$ cat config.mk
export PLATFORM = sky130hd
export DESIGN_NAME = trng_collector
export DESIGN_NICKNAME = d
export VERILOG_FILES = /design/src/rtl/trng_collector.sv
export SDC_FILE = /design/constraint.sdc
export NUM_CORES = 1
export LEC_CHECK = 0
export ABC_AREA = 1
export BUFFER_PORTS_ARGS = -buffer_cell sky130_fd_sc_hd__buf_2
export CAP_MARGIN = 15
export CORE_ASPECT_RATIO = 2
export CORE_MARGIN = 4
export CORE_UTILIZATION = 61
export CTS_BUF_LIST = sky130_fd_sc_hd__clkbuf_2 sky130_fd_sc_hd__clkbuf_4 sky130_fd_sc_hd__clkbuf_8
export CTS_CLUSTER_DIAMETER = 30
export DETAILED_ROUTE_END_ITERATION = 12
export PLACE_DENSITY_LB_ADDON = 0.3
export RECOVER_POWER = 50
export SLEW_MARGIN = 20
export SYNTH_ARGS = -nofsm -noshare
export SYNTH_HDL_FRONTEND = slang
export SYNTH_SLANG_ARGS = --single-unit
export TNS_END_PERCENT = 1
$ cat constraint.sdc
create_clock -name clk -period 2.25 [get_ports clk]
set_input_delay 0.1125 -clock clk [delete_from_list [all_inputs] [get_ports clk]]
set_output_delay 0.1125 -clock clk [all_outputs]
set_load 0.01 [all_outputs]
$ cat src/rtl/trng_collector.sv
`default_nettype none
// ============================================================================
// Module   : trng_collector
// Brief    : Warms up a raw TRNG source, Von Neumann debiases its samples into
//            words, and guards the source with a repetition-count health test.
// Revision : 1.0 - initial release
// ============================================================================
module trng_collector #(
    parameter int WORD_WIDTH    = 32,
    parameter int WARMUP_CYCLES = 64,
    parameter int RCT_CUTOFF    = 40
) (
    input  logic                  clk,
    input  logic                  reset,
    input  logic                  enable,
    input  logic                  clear_fail,
    input  logic                  raw_bit,
    output logic                  trng_en,
    output logic [WORD_WIDTH-1:0] word,
    output logic                  word_valid,
    input  logic                  word_ready,
    output logic                  health_fail
);

    localparam int                c_cnt_w     = $clog2(WORD_WIDTH + 1);
    localparam logic [c_cnt_w-1:0] c_word_cnt = c_cnt_w'(WORD_WIDTH);
    localparam logic [9:0]        c_warm_last = 10'(WARMUP_CYCLES - 1);
    localparam logic [7:0]        c_rct_cut   = 8'(RCT_CUTOFF);

    typedef enum logic [1:0] {
        IDLE    = 2'd0,
        WARMUP  = 2'd1,
        COLLECT = 2'd2,
        FAIL    = 2'd3
    } state_t;

    state_t                r_state_q,   w_state_d;
    logic                  r_trng_en_q, w_trng_en_d;
    logic [WORD_WIDTH-1:0] r_word_q,    w_word_d;
    logic                  r_valid_q,   w_valid_d;
    logic                  r_fail_q,    w_fail_d;
    logic [9:0]            r_warm_q,    w_warm_d;
    logic [7:0]            r_run_q,     w_run_d;
    logic                  r_prev_q,    w_prev_d;
    logic                  r_phase_q,   w_phase_d;
    logic                  r_first_q,   w_first_d;
    logic [WORD_WIDTH-1:0] r_shreg_q,   w_shreg_d;
    logic [c_cnt_w-1:0]    r_cnt_q,     w_cnt_d;

    logic w_trip;
    logic w_emit;
    logic w_load;

    always_comb begin
        w_state_d   = r_state_q;
        w_word_d    = r_word_q;
        w_valid_d   = r_valid_q;
        w_fail_d    = r_fail_q;
        w_warm_d    = r_warm_q;
        w_run_d     = r_run_q;
        w_prev_d    = r_prev_q;
        w_phase_d   = r_phase_q;
        w_first_d   = r_first_q;
        w_shreg_d   = r_shreg_q;
        w_cnt_d     = r_cnt_q;
        w_trng_en_d = (r_state_q == WARMUP) || (r_state_q == COLLECT);

        w_trip = (r_state_q == COLLECT) && (r_run_q == c_rct_cut);
        w_emit = (r_state_q == COLLECT) && r_phase_q && (r_first_q != raw_bit);
        w_load = (r_state_q == COLLECT) && enable && !w_trip &&
                 (r_cnt_q == c_word_cnt) && (!r_valid_q || word_ready);

        if (r_valid_q && word_ready) begin
            w_valid_d = 1'b0;
        end
        if (w_load) begin
            w_word_d  = r_shreg_q;
            w_valid_d = 1'b1;
            w_cnt_d   = '0;
        end
        // A full shift register swallows new bits until its word is taken.
        if (w_emit && (r_cnt_q != c_word_cnt)) begin
            w_shreg_d = {r_shreg_q[WORD_WIDTH-2:0], r_first_q};
            w_cnt_d   = r_cnt_q + 1'b1;
        end

        unique case (r_state_q)
            IDLE: begin
                if (enable) begin
                    w_state_d = WARMUP;
                    w_warm_d  = '0;
                end
            end
            WARMUP: begin
                if (!enable) begin
                    w_state_d = IDLE;
                    w_shreg_d = '0;
                    w_cnt_d   = '0;
                end else if (r_warm_q == c_warm_last) begin
                    w_state_d = COLLECT;
                    w_phase_d = 1'b0;
                    w_run_d   = '0;
                end else begin
                    w_warm_d = r_warm_q + 1'b1;
                end
            end
            COLLECT: begin
                if (w_trip) begin
                    w_state_d = FAIL;
                    w_fail_d  = 1'b1;
                    w_valid_d = 1'b0;
                    w_shreg_d = '0;
                    w_cnt_d   = '0;
                end else if (!enable) begin
                    w_state_d = IDLE;
                    w_shreg_d = '0;
                    w_cnt_d   = '0;
                    w_phase_d = 1'b0;
                end else begin
                    w_phase_d = !r_phase_q;
                    if (!r_phase_q) begin
                        w_first_d = raw_bit;
                    end
                    if ((r_run_q == '0) || (raw_bit != r_prev_q)) begin
                        w_run_d = 8'd1;
                    end else if (r_run_q != 8'hFF) begin
                        w_run_d = r_run_q + 1'b1;
                    end
                    w_prev_d = raw_bit;
                end
            end
            FAIL: begin
                if (clear_fail) begin
                    w_fail_d  = 1'b0;
                    w_warm_d  = '0;
                    w_state_d = enable ? WARMUP : IDLE;
                end
            end
            default: w_state_d = IDLE;
        endcase
    end

    always_ff @(posedge clk) begin
        if (reset) begin
            r_state_q   <= IDLE;
            r_trng_en_q <= 1'b0;
            r_word_q    <= '0;
            r_valid_q   <= 1'b0;
            r_fail_q    <= 1'b0;
            r_warm_q    <= '0;
            r_run_q     <= '0;
            r_prev_q    <= 1'b0;
            r_phase_q   <= 1'b0;
            r_first_q   <= 1'b0;
            r_shreg_q   <= '0;
            r_cnt_q     <= '0;
        end else begin
            r_state_q   <= w_state_d;
            r_trng_en_q <= w_trng_en_d;
            r_word_q    <= w_word_d;
            r_valid_q   <= w_valid_d;
            r_fail_q    <= w_fail_d;
            r_warm_q    <= w_warm_d;
            r_run_q     <= w_run_d;
            r_prev_q    <= w_prev_d;
            r_phase_q   <= w_phase_d;
            r_first_q   <= w_first_d;
            r_shreg_q   <= w_shreg_d;
            r_cnt_q     <= w_cnt_d;
        end
    end

    assign trng_en     = r_trng_en_q;
    assign word        = r_word_q;
    assign word_valid  = r_valid_q;
    assign health_fail = r_fail_q;

endmodule
`default_nettype wire
==> flow_summary.yaml <==
run_status:
  status: "completed"
worst_hold_path:
  hp-class: "in -> reg"
  hold_path_depth: 4
placed_design:
  port_buffers: 40
  dp_hpwl_mm: 6.42
  dpl.cell_count: 694
  place_congestion: 0.853
  place_ws_ns: 0.168
global_routing:
  grt_max_degree: 37
  antenna_found_initial: 0
  grt-ovfl-total: 0
  grtUsageTotal_pct: 22.4
  grt_pass1_wl_mm: 15.4
  first_global_vias: 3627
synth:
  yosysTopAreaCellShare_pct: 43.9
  async_flop_share_pct: 0
  synth-seq-area-share_pct: 43.9
  synth_top_cell_by_area: "dfxtp_1"
  synthCells: 578
  synth_seq_cells: 96
  synth_edf_count: 0
  synth_area_per_cell_sq_um: 7.58
  synthesis.nets: 594
  yosys_warnings: 0
  syn_area_sq_mm: 0.00438
  yosys_most_used_dff: "dfxtp_1"
  synthTopCellsByArea: "dfxtp_1, nand2_1, nor2_1, a21oi_2, nor3_1"
  ys_types: 38
detailed_routing:
  dr.first_iter.drc_count: 269
  viasPerCell: 5.24
  dr_wl_met3_um: 266
  drcViolationCount: 0
  maxUsedRoutingLayer: "met4"
  met1_length_mm: 3.44
  routedWlPerCell_um: 12.2
  wl_met2_mm: 4.74
  dr.pass1.iters: 6
  routed_wl_mm: 8.66
  antenna_left: 0
  num_vias: 3714
clock_tree:
  clockBufferDepth: 2
  cts_tree: "yes"
  cts.reportedPaths.clkPinSlew_ns: 0.09
  cts_made_buffers: 9
  cts-root-buf: "clkbuf_8"
  cts_sinks: 96
  h-tree-depth: 3
  cts_setup_buffers: 0
  clock_latency_ns: 0.36
power_and_ir_drop:
  cellPowerDensity_mw_per_mm2: 827
  pwr-share-comb_pct: 26.2
  power_switching_w: 0.00135
  ir_drop_mv: 0.616
  p_int_w: 0.00255
  p_sw_share_pct: 34.6
  p_seq_share_pct: 47.4
  power.share.clock_pct: 26.3
  leakage_nw: 1.75
finish:
  fillers: 614
  finalNonFillerCells: 709
  final_common_cell: "nand2_1"
  final_cell_mix: "nand2_1, nor2_1, dfxtp_1"
  final_nets: 631
  area_growth_pct: 7.82
  final_core_util_pct: 68.1
  n_antenna_cell: 0
  final_layout_size_suffix_gt1_share_pct: 14.1
timing:
  fin_worst_skew_ns: 0.00549
  fmaxAchievable_mhz: 506
  timing_hold_violations_final: 0
  max_slew.worst_pin.slew_ns: 0.482
  rsz0062_at_grt: "false"
  fin_setup_tns_ns: 0
  maxSlewViolCount: 0
  fin_crit_ns: 1.98
  timing.final.ws_setup_ns: 0.274
  slew-limit-headroom_pct: 67.8
  finalCritPeriodShare_pct: 87.8
  setup_viol: 0
critical_path:
  crit_arrival_ns: 2.24
  path_cells: "inv_1 -> ha_1 -> inv_1 -> nor2_1 -> nand3_4 -> nand2_4 -> nand3_1 -> nand2_1 -> buf_4 -> inv_2 -> o21ai_0 -> nor2_1"
  required_ns: 2.51
  cp-start-kind: "register"
  cp_slowest_cell: "dfxtp_1"
  rr_worst_depth: 12
  worstSetupEndpointType: "register"
  path_class: "reg -> reg"
  critPathMaxFanout: 19
  critPathMaxStageDelay_ns: 0.35
floorplan:
  start_util_pct: 63.1
  io_pins: 41
  core_sq_mm: 0.00694
  die_w_um: 67.9
  rows: 43
  die-area_sq_mm: 0.00869
  die_h_um: 128
run:
  maxCapViolCount: 0
==> critical path, delay by kind of cell (launching register included) <==
family                     cells  cell delay [ns]
AOI/OAI and AO/OA              1             0.08
adders and majority gates      1             0.20
buffers and inverters          4             0.51
DFF                            1             0.35
and+or+nand+nor                6             0.75
==> cell families after synthesis <==
logic type      share of synthesized area (%)
fa+ha+maj                                2.86
flops                                    43.9
simple gates                             33.5
buf+inv                                  8.00
compound gates                           11.2
xor+xnor                                0.600
==> power groups by stage <==
stage | sequential, W | combinational, W | clock (W)
final | 0.00185 | 0.00102 | 0.00103
after global routing | 0.00187 | 0.00117 | 0.00113
after CTS | 0.00185 | 0.00105 | 0.00106
after detailed placement | 0.00189 | 0.00104 | 0
after global placement | 0.00189 | 0.00101 | 0
after floorplan | 0.00188 | 0.000820 | 0
==> cell usage after synthesis (all sizes together), types with 3 or more instances <==
cell type  count
nor3          43
dfxtp         96
a21oi         55
nand3         23
buf           21
clkbuf         3
o21ai         16
ha            10
nor2         104
nand2        147
nand4          5
inv           43
==> repair_timing <==
action | CTS | global route
endpoints found under the hold margin | 0 | 0
gates resized for setup | 0 | 1
hold buffers | 0 | 0
setup endpoints to repair | 0 | 2
==> area by class of cell <==
cell class | instances | area, sq um | area share, %
clock buffer | 11 | 151 | 3.20
clock inverter | 4 | 28.8 | 0.609
inverter | 43 | 169 | 3.58
multi-input combinational | 415 | 2100 | 44.4
sequential | 96 | 1920 | 40.7
tap | 90 | 113 | 2.38
timing repair buffer | 50 | 241 | 5.11
==> registers in the layout, summed over array words and instances, names as in the netlist, 2 cells and up <==
signal / flops
r_cnt_q: 6
r_run_q: 8
r_shreg_q: 32
r_state_q: 2
r_warm_q: 10
word: 32
==> routing by layer <==
layer | GRT usage (%) | up-vias
met1 | 25.0 | 1725
li1 | - | 1917
met3 | 5.35 | 19
met2 | 39.1 | 53
met4 | 9.38 | 0
met5 | 0 | -
==> path summary, 6_finish.rpt <==
check,startpoint,endpoint,slack [ns]
hold / removal,clear_fail,health_fail$_SDFFE_PP0P_,0.05
hold reg to reg,r_shreg_q[0]$_SDFF_PP0_,word[0]$_SDFFE_PP0P_,0.47
setup reg to reg,r_run_q[0]$_SDFFE_PP0P_,r_cnt_q[1]$_SDFF_PP0_,0.27
setup / recovery,r_run_q[0]$_SDFFE_PP0P_,r_cnt_q[1]$_SDFF_PP0_,0.27
==> through the flow <==
step	area, sq um	hold slack (ns)	power [W]
final	4720	0.0456	0.00391
after floorplan	4380	0.260	0.00270
after global routing	4720	0.0548	0.00416
after global placement	4600	0.418	0.00289
after detailed placement	4600	0.418	0.00293
after CTS	4780	0.0296	0.00396
Note: power is estimated with default switching activity, not from simulation.
